==> config.mk <==
export PLATFORM = sky130hd
export DESIGN_NAME = param_rd_ctrl_flat
export DESIGN_NICKNAME = d
export VERILOG_FILES = /design/src/rtl/param_rd_ctrl_if.sv /design/src/rtl/param_rd_ctrl.sv /design/src/flat_wrapper.sv
export SDC_FILE = /design/constraint.sdc
export NUM_CORES = 1
export LEC_CHECK = 0
export BUFFER_PORTS_ARGS = -buffer_cell sky130_fd_sc_hd__buf_4
export CORE_AREA = 3 3 89 91
export CTS_BUF_LIST = sky130_fd_sc_hd__clkbuf_4
export CTS_CLUSTER_DIAMETER = 50
export CTS_CLUSTER_SIZE = 20
export DETAILED_ROUTE_END_ITERATION = 8
export DIE_AREA = 0 0 92 94
export GPL_ROUTABILITY_DRIVEN = 0
export GPL_TIMING_DRIVEN = 0
export SYNTH_ARGS = -nofsm -noshare
export SYNTH_HDL_FRONTEND = slang
export SYNTH_SLANG_ARGS = --single-unit
==> constraint.sdc <==
create_clock -name sclk -period 1.65 [get_ports sclk]
set_clock_uncertainty 0.05 [all_clocks]
set_input_delay 0.2475 -clock sclk [delete_from_list [all_inputs] [get_ports sclk]]
set_output_delay 0.2475 -clock sclk [all_outputs]
set_load 0.1 [all_outputs]
==> src/rtl/param_rd_ctrl_if.sv <==
// ---------------------------------------------------------------------------
// param_rd_ctrl_if
//
// Purpose: carries one beat of the weight/bias parameter stream between the
// read controller and the consumer that takes the ROM outputs.
//
// Signals:
//   param_rd_addr  weight ROM address shared by the five row ROMs
//   conv_cnt       kernel index, doubles as the bias ROM address
//   w_valid        ROM outputs hold a valid beat this cycle
//   w_ready        consumer accepts the beat when w_valid && w_ready
//   w_col, w_ch    kernel column and input channel of the current beat
//   w_first_k      first beat of a kernel (bias output valid with it)
//   w_last_k       last beat of a kernel
//   w_last         last beat of the layer
//
// Modports: master = controller side, slave = consumer side.
// ---------------------------------------------------------------------------
interface param_rd_ctrl_if;
    logic [7:0] param_rd_addr;
    logic [4:0] conv_cnt;
    logic       w_valid;
    logic       w_ready;
    logic [2:0] w_col;
    logic [4:0] w_ch;
    logic       w_first_k;
    logic       w_last_k;
    logic       w_last;

    modport master (
        output param_rd_addr, conv_cnt, w_valid, w_col, w_ch,
               w_first_k, w_last_k, w_last,
        input  w_ready
    );

    modport slave (
        input  param_rd_addr, conv_cnt, w_valid, w_col, w_ch,
               w_first_k, w_last_k, w_last,
        output w_ready
    );
endinterface

==> src/rtl/param_rd_ctrl.sv <==
// ---------------------------------------------------------------------------
// param_rd_ctrl
//
// Purpose: walks the weight and bias ROMs of one convolution layer and
// presents every (kernel, channel, column) beat to a consumer through a
// valid/ready handshake. The ROMs have one cycle of read latency, so every
// new address is held for one RD cycle before the beat is shown as valid.
//
// Parameters:
//   KER_NUM  kernels per layer (1..32)
//   CH_NUM   input channels per kernel (KER_NUM*CH_NUM*5 <= 256)
//
// Ports:
//   sclk   in   clock, rising edge
//   s_rst  in   synchronous active-high reset
//   start  in   single-cycle request to stream one layer
//   busy   out  high while a layer is being streamed
//   done   out  one-cycle pulse after the last beat is accepted
//   wif    master modport of param_rd_ctrl_if (beat stream)
// ---------------------------------------------------------------------------
module param_rd_ctrl #(
    parameter int KER_NUM = 16,
    parameter int CH_NUM  = 3
) (
    input  logic            sclk,
    input  logic            s_rst,
    input  logic            start,
    output logic            busy,
    output logic            done,
    param_rd_ctrl_if.master wif
);

    localparam logic [4:0] CH_LAST  = 5'(CH_NUM - 1);
    localparam logic [4:0] KER_LAST = 5'(KER_NUM - 1);

    typedef enum logic [1:0] {
        IDLE = 2'd0,
        RD   = 2'd1,
        VLD  = 2'd2,
        DONE = 2'd3
    } state_t;

    state_t     state_q;
    logic       busy_q;
    logic       done_q;
    logic [7:0] addr_q;
    logic [4:0] conv_q;
    logic [2:0] colCnt_q;
    logic [4:0] chCnt_q;
    logic       valid_q;
    logic [2:0] tagCol_q;
    logic [4:0] tagCh_q;
    logic       firstK_q;
    logic       lastK_q;
    logic       last_q;

    logic       atLastK;

    // The beat about to be presented closes a kernel when the column and
    // channel counters both sit at their final values.
    always_comb begin
        atLastK = (colCnt_q == 3'd4) && (chCnt_q == CH_LAST);
    end

    // Single state machine. Position counters (col/ch/conv) and the address
    // advance only on an accepted beat. The beat tags are loaded from the
    // counters when entering VLD and cleared when leaving it, so they read
    // zero whenever w_valid is low. The address keeps counting linearly,
    // which matches (conv*CH_NUM + ch)*5 + col because col is the fastest
    // index and all indices advance in lock-step with it.
    always_ff @(posedge sclk) begin
        if (s_rst) begin
            state_q  <= IDLE;
            busy_q   <= 1'b0;
            done_q   <= 1'b0;
            addr_q   <= 8'd0;
            conv_q   <= 5'd0;
            colCnt_q <= 3'd0;
            chCnt_q  <= 5'd0;
            valid_q  <= 1'b0;
            tagCol_q <= 3'd0;
            tagCh_q  <= 5'd0;
            firstK_q <= 1'b0;
            lastK_q  <= 1'b0;
            last_q   <= 1'b0;
        end else begin
            done_q <= 1'b0;
            case (state_q)
                IDLE: begin
                    if (start) begin
                        addr_q   <= 8'd0;
                        conv_q   <= 5'd0;
                        colCnt_q <= 3'd0;
                        chCnt_q  <= 5'd0;
                        busy_q   <= 1'b1;
                        state_q  <= RD;
                    end
                end
                RD: begin
                    valid_q  <= 1'b1;
                    tagCol_q <= colCnt_q;
                    tagCh_q  <= chCnt_q;
                    firstK_q <= (colCnt_q == 3'd0) && (chCnt_q == 5'd0);
                    lastK_q  <= atLastK;
                    last_q   <= atLastK && (conv_q == KER_LAST);
                    state_q  <= VLD;
                end
                VLD: begin
                    if (wif.w_ready) begin
                        valid_q  <= 1'b0;
                        tagCol_q <= 3'd0;
                        tagCh_q  <= 5'd0;
                        firstK_q <= 1'b0;
                        lastK_q  <= 1'b0;
                        last_q   <= 1'b0;
                        if (last_q) begin
                            busy_q  <= 1'b0;
                            done_q  <= 1'b1;
                            state_q <= DONE;
                        end else begin
                            addr_q <= addr_q + 8'd1;
                            if (colCnt_q == 3'd4) begin
                                colCnt_q <= 3'd0;
                                if (chCnt_q == CH_LAST) begin
                                    chCnt_q <= 5'd0;
                                    conv_q  <= conv_q + 5'd1;
                                end else begin
                                    chCnt_q <= chCnt_q + 5'd1;
                                end
                            end else begin
                                colCnt_q <= colCnt_q + 3'd1;
                            end
                            state_q <= RD;
                        end
                    end
                end
                DONE: begin
                    state_q <= IDLE;
                end
                default: begin
                    state_q <= IDLE;
                end
            endcase
        end
    end

    assign busy              = busy_q;
    assign done              = done_q;
    assign wif.param_rd_addr = addr_q;
    assign wif.conv_cnt      = conv_q;
    assign wif.w_valid       = valid_q;
    assign wif.w_col         = tagCol_q;
    assign wif.w_ch          = tagCh_q;
    assign wif.w_first_k     = firstK_q;
    assign wif.w_last_k      = lastK_q;
    assign wif.w_last        = last_q;

endmodule

==> src/flat_wrapper.sv <==
// flat-port wrapper written by rule: the top's interface ports become plain ports
module param_rd_ctrl_flat 
#(
    parameter int KER_NUM = 16,
    parameter int CH_NUM  = 3
)
  (sclk, s_rst, start, busy, done, wif_param_rd_addr, wif_conv_cnt, wif_w_valid, wif_w_col, wif_w_ch, wif_w_first_k, wif_w_last_k, wif_w_last, wif_w_ready);
  param_rd_ctrl_if wif_i ();
  input  logic sclk;
  input  logic s_rst;
  input  logic start;
  output logic busy;
  output logic done;
  output wire logic [$bits(wif_i.param_rd_addr)-1:0] wif_param_rd_addr;
  output wire logic [$bits(wif_i.conv_cnt)-1:0] wif_conv_cnt;
  output wire logic [$bits(wif_i.w_valid)-1:0] wif_w_valid;
  output wire logic [$bits(wif_i.w_col)-1:0] wif_w_col;
  output wire logic [$bits(wif_i.w_ch)-1:0] wif_w_ch;
  output wire logic [$bits(wif_i.w_first_k)-1:0] wif_w_first_k;
  output wire logic [$bits(wif_i.w_last_k)-1:0] wif_w_last_k;
  output wire logic [$bits(wif_i.w_last)-1:0] wif_w_last;
  input wire logic [$bits(wif_i.w_ready)-1:0] wif_w_ready;
  assign wif_param_rd_addr = wif_i.param_rd_addr;
  assign wif_conv_cnt = wif_i.conv_cnt;
  assign wif_w_valid = wif_i.w_valid;
  assign wif_w_col = wif_i.w_col;
  assign wif_w_ch = wif_i.w_ch;
  assign wif_w_first_k = wif_i.w_first_k;
  assign wif_w_last_k = wif_i.w_last_k;
  assign wif_w_last = wif_i.w_last;
  assign wif_i.w_ready = wif_w_ready;
  param_rd_ctrl #(.KER_NUM(KER_NUM), .CH_NUM(CH_NUM)) u_core (.sclk(sclk), .s_rst(s_rst), .start(start), .busy(busy), .done(done), .wif(wif_i));
endmodule
* After elaboration in Yosys (flattened, before gate mapping)
Index checks and enable logic that the tools add are counted.
Storage, ports and cells: register bits 37, input port bits 4, output and inout port bits 27, logic and storage cells 84
Operators by class: add/sub/neg operators 4, equal/unequal tests 12, muxes and demuxes 38, bitwise gates (word level) 2, reductions and logical operators 15
Operator list (number):
- $mux 5 | 10
- $pmux 5 s2 | 3
- $mux 8 | 3
- $pmux 8 s2 | 1
- $mux 3 | 5
- $pmux 3 s2 | 2
- $add 5x1->5 const B | 2
- $pmux 1 s2 | 5
- $add 8x1->8 const B | 1
- $pmux 2 s4 | 1
- $reduce_and 4->1 | 2
- $mux 2 | 3
- $ne 2x1->1 const B | 3
- $ne 2x2->1 const B | 3
- $reduce_and 6->1 | 1
- $eq 5x2->1 const B | 1
- $eq 5x4->1 const B | 1
- $logic_not 5->1 | 1
- $mux 1 | 5
- $reduce_and 5->1 | 1
- $eq 2x2->1 const B | 2
- $reduce_and 2->1 | 2
- $reduce_bool 2->1 | 2
- $add 3x1->3 const B | 1
- other kinds (7) | 10

* Logic depth before layout (Yosys ltp)
Gate-level depths: netlist (run 1).
depth after elaboration 6, depth in mapped cells 6, depth with buffers taken out 6

* Worst setup path after synthesis (run 1)
OpenSTA, ideal clock, no wires.
path kind register to register, start point register u_core.conv_q[0], in the netlist u_core.wif.conv_cnt[0], end point register u_core.last_q, in the netlist u_core.wif.w_last, arrival time 1.891 ns, path slack -0.405 ns, stages on the path, launching flop included 6, clock period less this slack 2.055 ns, cell sequence dfxtp_1 -> ha_1 -> and3_1 -> ha_1 -> a41oi_1 -> a2111oi_0
Between the ends: word-level cells in the longest chain between the ends 3
Ends and longest elaborated chain:
- start, declared | line param_rd_ctrl.sv:47 | logic [4:0] conv_q;
- start signal, assigned | line param_rd_ctrl.sv:126 | conv_q <= conv_q + 5'd1;
- $eq 5x4->1 | line param_rd_ctrl.sv:105 | last_q <= atLastK && (conv_q == KER_LAST);
- $logic_and 1x1->1 | line param_rd_ctrl.sv:105
- $pmux 1 s2 | line param_rd_ctrl.sv:88 | case (state_q)
- end signal, assigned | line param_rd_ctrl.sv:105
- end, declared | line param_rd_ctrl.sv:55 | logic last_q;
No other way between the ends. A chain may end at the register's enable or synchronous reset.

* Worst setup path in the final report (run 1)
start point register u_core.state_q[0], end point register u_core.conv_q[2], in the netlist u_core.wif.conv_cnt[2]
Between the ends: word-level cells in the longest chain between the ends 3, elaborated cells on any way between the ends 10
Ends and longest elaborated chain:
- start, declared | line param_rd_ctrl.sv:43 | state_t state_q;
- start signal, assigned | line param_rd_ctrl.sv:73 | state_q <= IDLE;
- start signal, assigned | line param_rd_ctrl.sv:96 | state_q <= RD;
- start signal, assigned | line param_rd_ctrl.sv:106 | state_q <= VLD;
- $eq 2x2->1 / $logic_not 2->1 (equally long branches) | line param_rd_ctrl.sv:88
- $ne 2x1->1 (no line) (tied with other cells)
- $reduce_and 6->1 (no line)
Parallel ways exist; a longest one is shown, timed or not.

==> flow_metrics.tcl, run 1 <==
set metrics [dict create \
    status "finished with violations" \
    violations "negative setup slack" \
    synth.most_common_cell "dfxtp_1" \
    cts.sinks 37 \
    synthSimpleGateAreaFrac_pct 22.83 \
    synth_edf_count 0 \
    via_count 1614 \
    drcViolationCount 0 \
    fin_hold_ws_ns 0.1506 \
    htreeDepth 2 \
    ys_seq_area_share_pct 41.08 \
    async_reset_ff_share_pct 0 \
    grt_pass1_vias 1556 \
    end_kind "register" \
    initial_core_util_pct 24.99 \
    crit_type "reg -> reg" \
    crit_fanout 10 \
    postSynthAreaPerCell_um2 9.152 \
    grt_max_degree 11 \
    path_clk_slew_ns 0.11 \
    synthTopCellsByCount "dfxtp_1 (37), nor2_1 (20), a21oi_1 (16)" \
    start_kind "register" \
    cts_tree "done" \
    antenna_cells 0 \
    finalMaxSlewViolations 0 \
    dp_slack_ns -0.2074 \
    grt_pass1_wl_mm 7.824 \
    drive_gt1_share_pct 32.37 \
    slew_headroom_pct 62.87 \
    netlist.area_leader.share_pct 41.08 \
    first_pass_iters 4 \
    chipWidth_um 92 \
    wire_per_inst_um 13.68 \
    timing_hold_violations_final 0 \
    cts_made_buffers 5 \
    hp-class "in -> reg" \
    leakage_nw 0.8876 \
    rows 31 \
    die_area_um2 8648 \
    grt-ovfl-total 0 \
    synth_area_leader_cell "dfxtp_1" \
    ys_warn_count 0 \
    min_period_ns 1.684 \
    postPlaceCellArea_um2 2171 \
    synthCells 197 \
    synth-compound-area-share_pct 18.67 \
    avgViaCountPerCell 4.747 \
    ant_nets 0 \
    area_delta_synth_final_pct 31.02 \
    die_h_um 94 \
    cts_buffer_depth 2 \
    drt_first_iter_violations 71 \
    dp_cells 326 \
    hold_buffers 0 \
    core_um2 7214 \
    cap_violations 0 \
    io_pins 31 \
    rsz0062_at_grt "yes" \
    synth_ff_type "dfxtp_1" \
    vdd_drop_max_mv 0.3562 \
    syn_nets 209 \
    synthesis.area_um2 1803 \
    finalNetCount 254 \
    antenna_found_initial 0 \
    ys_ff_latch 37 \
    critPathRequiredTime_ns 1.87 \
    synth_top_family_by_area "simple AND/OR/NAND/NOR gates" \
    utilization_pct 32.74 \
    grt.total_usage_pct 11.33 \
    synth_mux_area_share_pct 0.5552 \
    wl_mm 4.651 \
    yosys.area_share.xor_xnor_pct 5.829 \
    cp.arrival_ns 1.90 \
    fmax_ghz 0.5937 \
    clkLatencyLatePin_ns 0.35 \
    fillCellCount 786 \
    power_density_nw_per_um2 808.1 \
    fin_ws_ns -0.03438 \
    dp_hpwl_mm 3.198 \
    setup_viol 6 \
    finalNonFillerCells 340 \
    numPortBuffers 30 \
    synth_area_leaders "dfxtp_1 (41%), ha_1 (5.6%), a21oi_1 (4.4%)" \
    synth_cell_types 47 \
    tightest_slew_ns 0.5570 \
    root_buffer "clkbuf_4" \
    min_period_over_period_pct 102.1 \
    synth_fa_ha_area_share_pct 5.552 \
    final_area_um2 2362 \
]
## worst max-delay path, cell delays in order (launching register included)
cell and delay (ns):
dfxtp_1 0.32, buf_6 0.13, nand4bb_2 0.37, or4_1 0.57, a21oi_2 0.15
## power by group
part / internal [W] / leakage (nW) / switching (W)
Sequential: 0.000927 / 0.308 / 0.0000270
Clock: 0.000148 / 0.0269 / 0.000297
Combinational: 0.000141 / 0.553 / 0.000370
## registers in the layout (all words and copies together) (netlist names), 2 cells and up
signal and count:
u_core.wif.param_rd_addr 8, u_core.state_q 2, u_core.wif.w_ch 5, u_core.chCnt_q 5, u_core.wif.w_col 3, u_core.colCnt_q 3, u_core.wif.conv_cnt 5
## worst paths after layout
check / slack, ns / end / cells after the start / startpoint
worst min-delay path: 0.15 / u_core.state_q[0] / 3 / start
worst min register to register: 0.42 / u_core.wif.w_first_k / 2 / u_core.wif.w_first_k
worst max register to register: -0.03 / u_core.wif.conv_cnt[2] / 4 / u_core.state_q[0]
worst max-delay path: -0.03 / u_core.wif.conv_cnt[2] / 4 / u_core.state_q[0]
## cells in the final DEF (no fill, tap or decap), drive strengths merged, types with 3 or more instances in the layout
cell	instances
buf	42
dfxtp	37
nor2	21
a21oi	17
inv	11
clkbuf	10
nor2b	9
ha	8
nand2	7
nor3	7
xor2	7
a2111oi	7
xnor2	5
o211ai	5
o21ai	5
a211oi	4
nand3	4
and3	3
nand2b	3
## layer usage
| layer | wire length (µm) | global-route usage [%] | vias up |
|---|---|---|---|
| met4 | 97 | 4.208 | 0 |
| met1 | 2128 | 14.75 | 767 |
| li1 | - | - | 801 |
| met2 | 2236 | 17.70 | 37 |
| met3 | 189 | 3.365 | 9 |
| met5 | 0 | 0 | - |
## final cells by class
cell class | instances | area [µm²] | area share (%)
Buffer | 9 | 60.06 | 2.542
Inverter | 11 | 41.29 | 1.748
Timing Repair Buffer | 38 | 289.0 | 12.24
Clock inverter | 1 | 5.005 | 0.2119
Multi-Input combinational cell | 140 | 1041 | 44.07
Clock buffer | 5 | 37.54 | 1.589
Tap cell | 99 | 123.9 | 5.244
Sequential cell | 37 | 764.5 | 32.36
## per-stage QoR
stage | TNS, ns | total power, W
6_report | -0.09678 | 0.001909
3_5_place_dp | -1.808 | 0.001443
4_1_cts | -0.03086 | 0.001914
5_1_grt | -1.024 | 0.002006
2_1_floorplan | -0.05336 | 0.001339
3_3_place_gp | -1.515 | 0.001441
## kinds of logic (layout without fill, tap and decap cells)
family | count (synthesis) | in the layout
adders and majority gates | 8 | 8
and+or+nand+nor | 69 | 69
DFF | 37 | 37
muxes | 1 | 1
buffers and inverters | 20 | 64
xor gates and xnor gates | 12 | 12
AOI/OAI and AO/OA | 50 | 50
## timing repair
item,4_1_cts,5_1_grt
endpoints found under the hold margin,0,0
gates cloned,0,0
resized for setup,11,10
buffers inserted,6,2
setup endpoints to repair,15,15
pin swaps,3,2
Note: power is estimated with default switching activity, not from simulation.
==> run 2: changes to the inputs <==
==> constraint.sdc (replaced) <==
create_clock -name sclk -period 1.95 [get_ports sclk]
set_clock_uncertainty 0.05 [all_clocks]
set_input_delay 0.2925 -clock sclk [delete_from_list [all_inputs] [get_ports sclk]]
set_output_delay 0.2925 -clock sclk [all_outputs]
set_load 0.1 [all_outputs]
==> run 2 against run 1 <==
Net effect: the flow now finishes without violations; sequential share of layout area rose by 1.2 points; sequential power decreased by 15%; final area fell by 6.1%; combinational power fell by 23%; global-route usage is 1.1 points lower; critical path type unchanged; largest cell class unchanged; largest power group unchanged; highest routed layer unchanged.
==> flow_metrics.tcl, run 2 (same netlist as run 1, synthesis figures left out) <==
set metrics [dict create \
    vdd_drop_max_mv 0.2828 \
    power_density_nw_per_um2 731.8 \
    rows 31 \
    slew_headroom_pct 54.03 \
    wl_met1_mm 1.923 \
    cts_made_buffers 5 \
    final_area_um2 2217 \
    via_count 1561 \
    grt_pass1_vias 1441 \
    final.setup.tns_ns 0 \
    antenna_found_initial 0 \
    cap_violations 0 \
    status "complete, no violations" \
    root_buffer "clkbuf_4" \
    die_area_um2 8648 \
    end_kind "register" \
    dr_wl_met2_mm 2.193 \
    final_cell_mix "dfxtp_1 (35), buf_4 (31), nor2_1 (20)" \
    met3_length_um 139 \
    leakage_nw 0.8461 \
    wl_mm 4.314 \
    fin_hold_ws_ns 0.1868 \
    top_layer_used "met4" \
    setup_viol 0 \
    die_h_um 94 \
    fmax_ghz 0.5552 \
    cts_tree "done" \
    htreeDepth 2 \
    drt_first_iter_violations 85 \
    crit_type "reg -> reg" \
    start_kind "register" \
    timing_hold_violations_final 0 \
    cts_buffer_depth 2 \
    grt.total_usage_pct 10.20 \
    min_period_ns 1.801 \
    cp_slowest_cell "nor3b_2" \
    finalNetCount 247 \
    area_delta_synth_final_pct 22.97 \
    hp-class "in -> reg" \
    drive_gt1_share_pct 22.88 \
    numPortBuffers 30 \
    chipWidth_um 92 \
    clkLatencyLatePin_ns 0.35 \
    drcViolationCount 0 \
    cpPeakStageDelay_ns 0.59 \
    critPathRequiredTime_ns 2.13 \
    first_pass_iters 4 \
    min_period_over_period_pct 92.37 \
    cp.arrival_ns 1.98 \
    postPlaceCellArea_um2 2155 \
    finalNonFillerCells 335 \
    layout_commonest_cell "dfxtp_1" \
    cts.sinks 37 \
    grt_max_degree 12 \
    grt-ovfl-total 0 \
    ant_nets 0 \
    io_pins 31 \
    grt_pass1_wl_mm 6.996 \
    crit_fanout 10 \
    avgViaCountPerCell 4.660 \
    crit_chain "buf_6 -> nor3b_2 -> nor2_4 -> o21bai_2 -> mux2i_1" \
    wire_per_inst_um 12.88 \
    rsz0062_at_grt "no" \
    dp_cells 326 \
    path_clk_slew_ns 0.11 \
    largest_reg_flops 8 \
    dp_hpwl_mm 3.210 \
    antenna_cells 0 \
    finalMaxSlewViolations 0 \
    initial_core_util_pct 24.99 \
    core_um2 7214 \
    tightest_slew_ns 0.6865 \
]
run 2: cell count changes in the layout (fill, tap and decap cells not counted), moves of 2 or more:
cell,change
buf_4,-7
dfxtp_1,+11
o22ai_1,+2
o22ai_2,-2
dfxtp_2,-8
dfxtp_4,-3
run 2: through the flow:
stage	total power (W)	worst slack, ns	util, %
finish	0.001622	0.1487	30.73
global route	0.001705	0.01338	30.73
CTS	0.001641	0.07766	30.63
detailed placement	0.001224	0.1118	29.86
global placement	0.001220	0.1220	29.86
floorplan	0.001135	0.04954	-
run 2: critical path: cells and delay by family (launching register included):
family | cells | cell delay [ns]
AO/OA/AOI/OAI | 1 | 0.34
buffers and inverters | 1 | 0.13
flip-flops | 1 | 0.32
multiplexers | 1 | 0.12
AND/OR/NAND/NOR | 2 | 0.73
run 2: layout make-up:
cell class	instances	area, µm²
inverters	11	41.29
well taps	99	123.9
repair buffers	31	232.7
clock buffers	6	45.04
multi-input cells	140	963.4
fillers	803	4997
clock inverters	2	10.01
flip-flops and latches	37	743.2
plain buffers	9	57.56
run 2: report_power, final:
group | switching [W] | leakage, nW | total (W) | internal [W]
clock network | 0.000264 | 0.0354 | 0.000416 | 0.000151
registers | 0.0000242 | 0.302 | 0.000812 | 0.000788
logic | 0.000295 | 0.509 | 0.000395 | 0.0000994
run 2: repair_timing:
action | CTS | global route
endpoints found under the setup margin | 0 | 10
resized for setup | 0 | 1
setup buffers | 0 | 1
hold buffers | 0 | 0
run 2: worst paths after layout:
kind,start,end,slack [ns],depth (start not counted)
worst max-delay path,u_core.state_q[0],u_core.wif.conv_cnt[0],0.15,5
worst min-delay path,start,u_core.state_q[0],0.19,3
worst max register to register,u_core.state_q[0],u_core.wif.conv_cnt[0],0.15,5
worst min register to register,u_core.wif.w_first_k,u_core.wif.w_first_k,0.43,2
run 2: per-layer routing:
layer	track usage, %	vias to the layer above
met1	12.71	741
met4	4.208	0
met3	2.244	8
met5	0	-
li1	-	789
met2	17.03	23
==> run 3: changes to the inputs <==
--- a/config.mk
+++ b/config.mk
@@ -14,6 +14,7 @@
 export DIE_AREA = 0 0 92 94
 export GPL_ROUTABILITY_DRIVEN = 0
 export GPL_TIMING_DRIVEN = 0
+export SLEW_MARGIN = 30
 export SYNTH_ARGS = -nofsm -noshare
 export SYNTH_HDL_FRONTEND = slang
 export SYNTH_SLANG_ARGS = --single-unit
==> constraint.sdc (replaced) <==
create_clock -name sclk -period 2.1 [get_ports sclk]
set_clock_uncertainty 0.05 [all_clocks]
set_input_delay 0.315 -clock sclk [delete_from_list [all_inputs] [get_ports sclk]]
set_output_delay 0.315 -clock sclk [all_outputs]
set_load 0.1 [all_outputs]
==> run 3 against run 2 <==
Net effect: clock-buffer cell count did not move; via count fell by 2.8%; total power fell by 8.7%; worst setup slack improved by 0.075 ns; critical endpoint is now u_core.chCnt_q[0].
==> flow_metrics.tcl, run 3 (same netlist as run 1, synthesis figures left out) <==
set metrics [dict create \
    cpPeakStageDelay_ns 0.57 \
    fillCellCount 786 \
    area_delta_synth_final_pct 22.07 \
    cts_made_buffers 5 \
    vdd_drop_max_mv 0.1529 \
    core_um2 7214 \
    rsz0062_at_grt "no" \
    wire_per_inst_um 12.72 \
    grt_max_degree 11 \
    multi_input_area_um2 963.4 \
    post-cts-setup-buffer-count 0 \
    cts_buffer_depth 2 \
    numPortBuffers 30 \
    io_pins 31 \
    crit_buf_inv 1 \
    min_period_ns 1.877 \
    crit_chain "inv_1 -> ha_1 -> a21boi_0 -> a21oi_2 -> xnor2_1 -> nor2_1" \
    power_density_nw_per_um2 673.2 \
    status "complete, no violations" \
    grt.total_usage_pct 10.33 \
    antenna_cells 0 \
    path_clk_slew_ns 0.11 \
    leakage_nw 0.8323 \
    regArea_um2 740.7 \
    tightest_slew_ns 0.6741 \
    dp_cells 326 \
    largest_reg_flops 8 \
    min_period_over_period_pct 89.37 \
    layout_commonest_cell "dfxtp_1" \
    setup_viol 0 \
    cp_slowest_cell "a21boi_0" \
    crit_fanout 7 \
    path_delay_family "compound AO/OA/AOI/OAI gates" \
    initial_core_util_pct 24.99 \
    grt_pass1_wl_mm 7.038 \
    first_pass_iters 4 \
    chipWidth_um 92 \
    cts.sinks 37 \
    via_count 1518 \
    avgViaCountPerCell 4.559 \
    crit_type "reg -> reg" \
    final.setup.tns_ns 0 \
    critPathRequiredTime_ns 2.28 \
    dp_hpwl_mm 3.110 \
    hp-class "in -> reg" \
    cap_violations 0 \
    finalNetCount 246 \
    end_kind "register" \
    cp.arrival_ns 2.06 \
    wl_mm 4.237 \
    finalNonFillerCells 333 \
    drt_first_iter_violations 102 \
    final_cell_mix "dfxtp_1 (37), buf_4 (30), nor2_1 (20)" \
    die_h_um 94 \
    root_buffer "clkbuf_4" \
    cts_tree "done" \
    hold_buffers 0 \
    timing_hold_violations_final 0 \
    htreeDepth 2 \
    fmax_ghz 0.5328 \
    finalMaxSlewViolations 0 \
    grt-ovfl-total 0 \
    drcViolationCount 0 \
    slew_headroom_pct 54.87 \
    die_area_um2 8648 \
    clkLatencyLatePin_ns 0.34 \
    drive_gt1_share_pct 20.94 \
    antenna_found_initial 0 \
    grt_pass1_vias 1429 \
    start_kind "register" \
    rows 31 \
    ant_nets 0 \
    cts_resized 0 \
]
-- run 3: cell types whose count changed in the layout (fill, tap and decap cells not counted) --
cell | previous run | this run
a21boi_0 | 0 | 1
a21boi_1 | 1 | 0
buf_4 | 31 | 30
clkinv_1 | 0 | 1
clkinv_2 | 2 | 0
dfxtp_1 | 35 | 37
dfxtp_2 | 2 | 0
-- run 3: per-layer routing --
metal,up-vias,wire (µm),track usage (%)
met5,-,0,0
met2,27,1951,15.69
li1,783,-,-
met4,0,51,3.960
met3,7,192,3.285
met1,701,2042,13.62
-- run 3: path summary, 6_finish.rpt --
path / start / slack (ns) / cells after the start / endpoint
worst max-delay path: u_core.colCnt_q[0] / 0.22 / 6 / u_core.chCnt_q[0]
worst min-delay path: start / 0.22 / 3 / u_core.state_q[0]
worst max register to register: u_core.colCnt_q[0] / 0.22 / 6 / u_core.chCnt_q[0]
worst min register to register: u_core.wif.w_first_k / 0.42 / 2 / u_core.wif.w_first_k
-- run 3: metrics by stage --
step	cell area [µm²]	setup WS, ns	hold slack [ns]	util [%]	power [W]
after floorplan	1803	0.04512	0.3986	-	0.001054
after global placement	2152	0.2728	0.4053	29.83	0.001134
after detailed placement	2152	0.2602	0.4053	29.83	0.001138
after CTS	2201	0.2093	0.2113	30.51	0.001501
after global routing	2201	0.08639	0.2115	30.51	0.001554
final	2201	0.2233	0.2176	30.51	0.001482
-- run 3: layout make-up --
class | instances | share of cell area, %
well taps | 99 | 5.628
flip-flops and latches | 37 | 33.66
repair buffers | 30 | 10.23
plain buffers | 9 | 2.615
inverters | 11 | 1.876
multi-input cells | 140 | 43.77
clock buffers | 6 | 2.047
clock inverters | 1 | 0.1706
-- run 3: worst reg2reg max path, stage by stage (launching register included) --
cell and delay (ns):
dfxtp_1 0.35, inv_1 0.09, ha_1 0.32, a21boi_0 0.57, a21oi_2 0.16, xnor2_1 0.19, nor2_1 0.05
-- run 3: where the power goes --
group          total [W]  internal, W  switching, W
Clock           0.000362     0.000135      0.000227
Sequential      0.000753     0.000731     0.0000218
Combinational   0.000367    0.0000919      0.000275
Total            0.00148     0.000958      0.000524
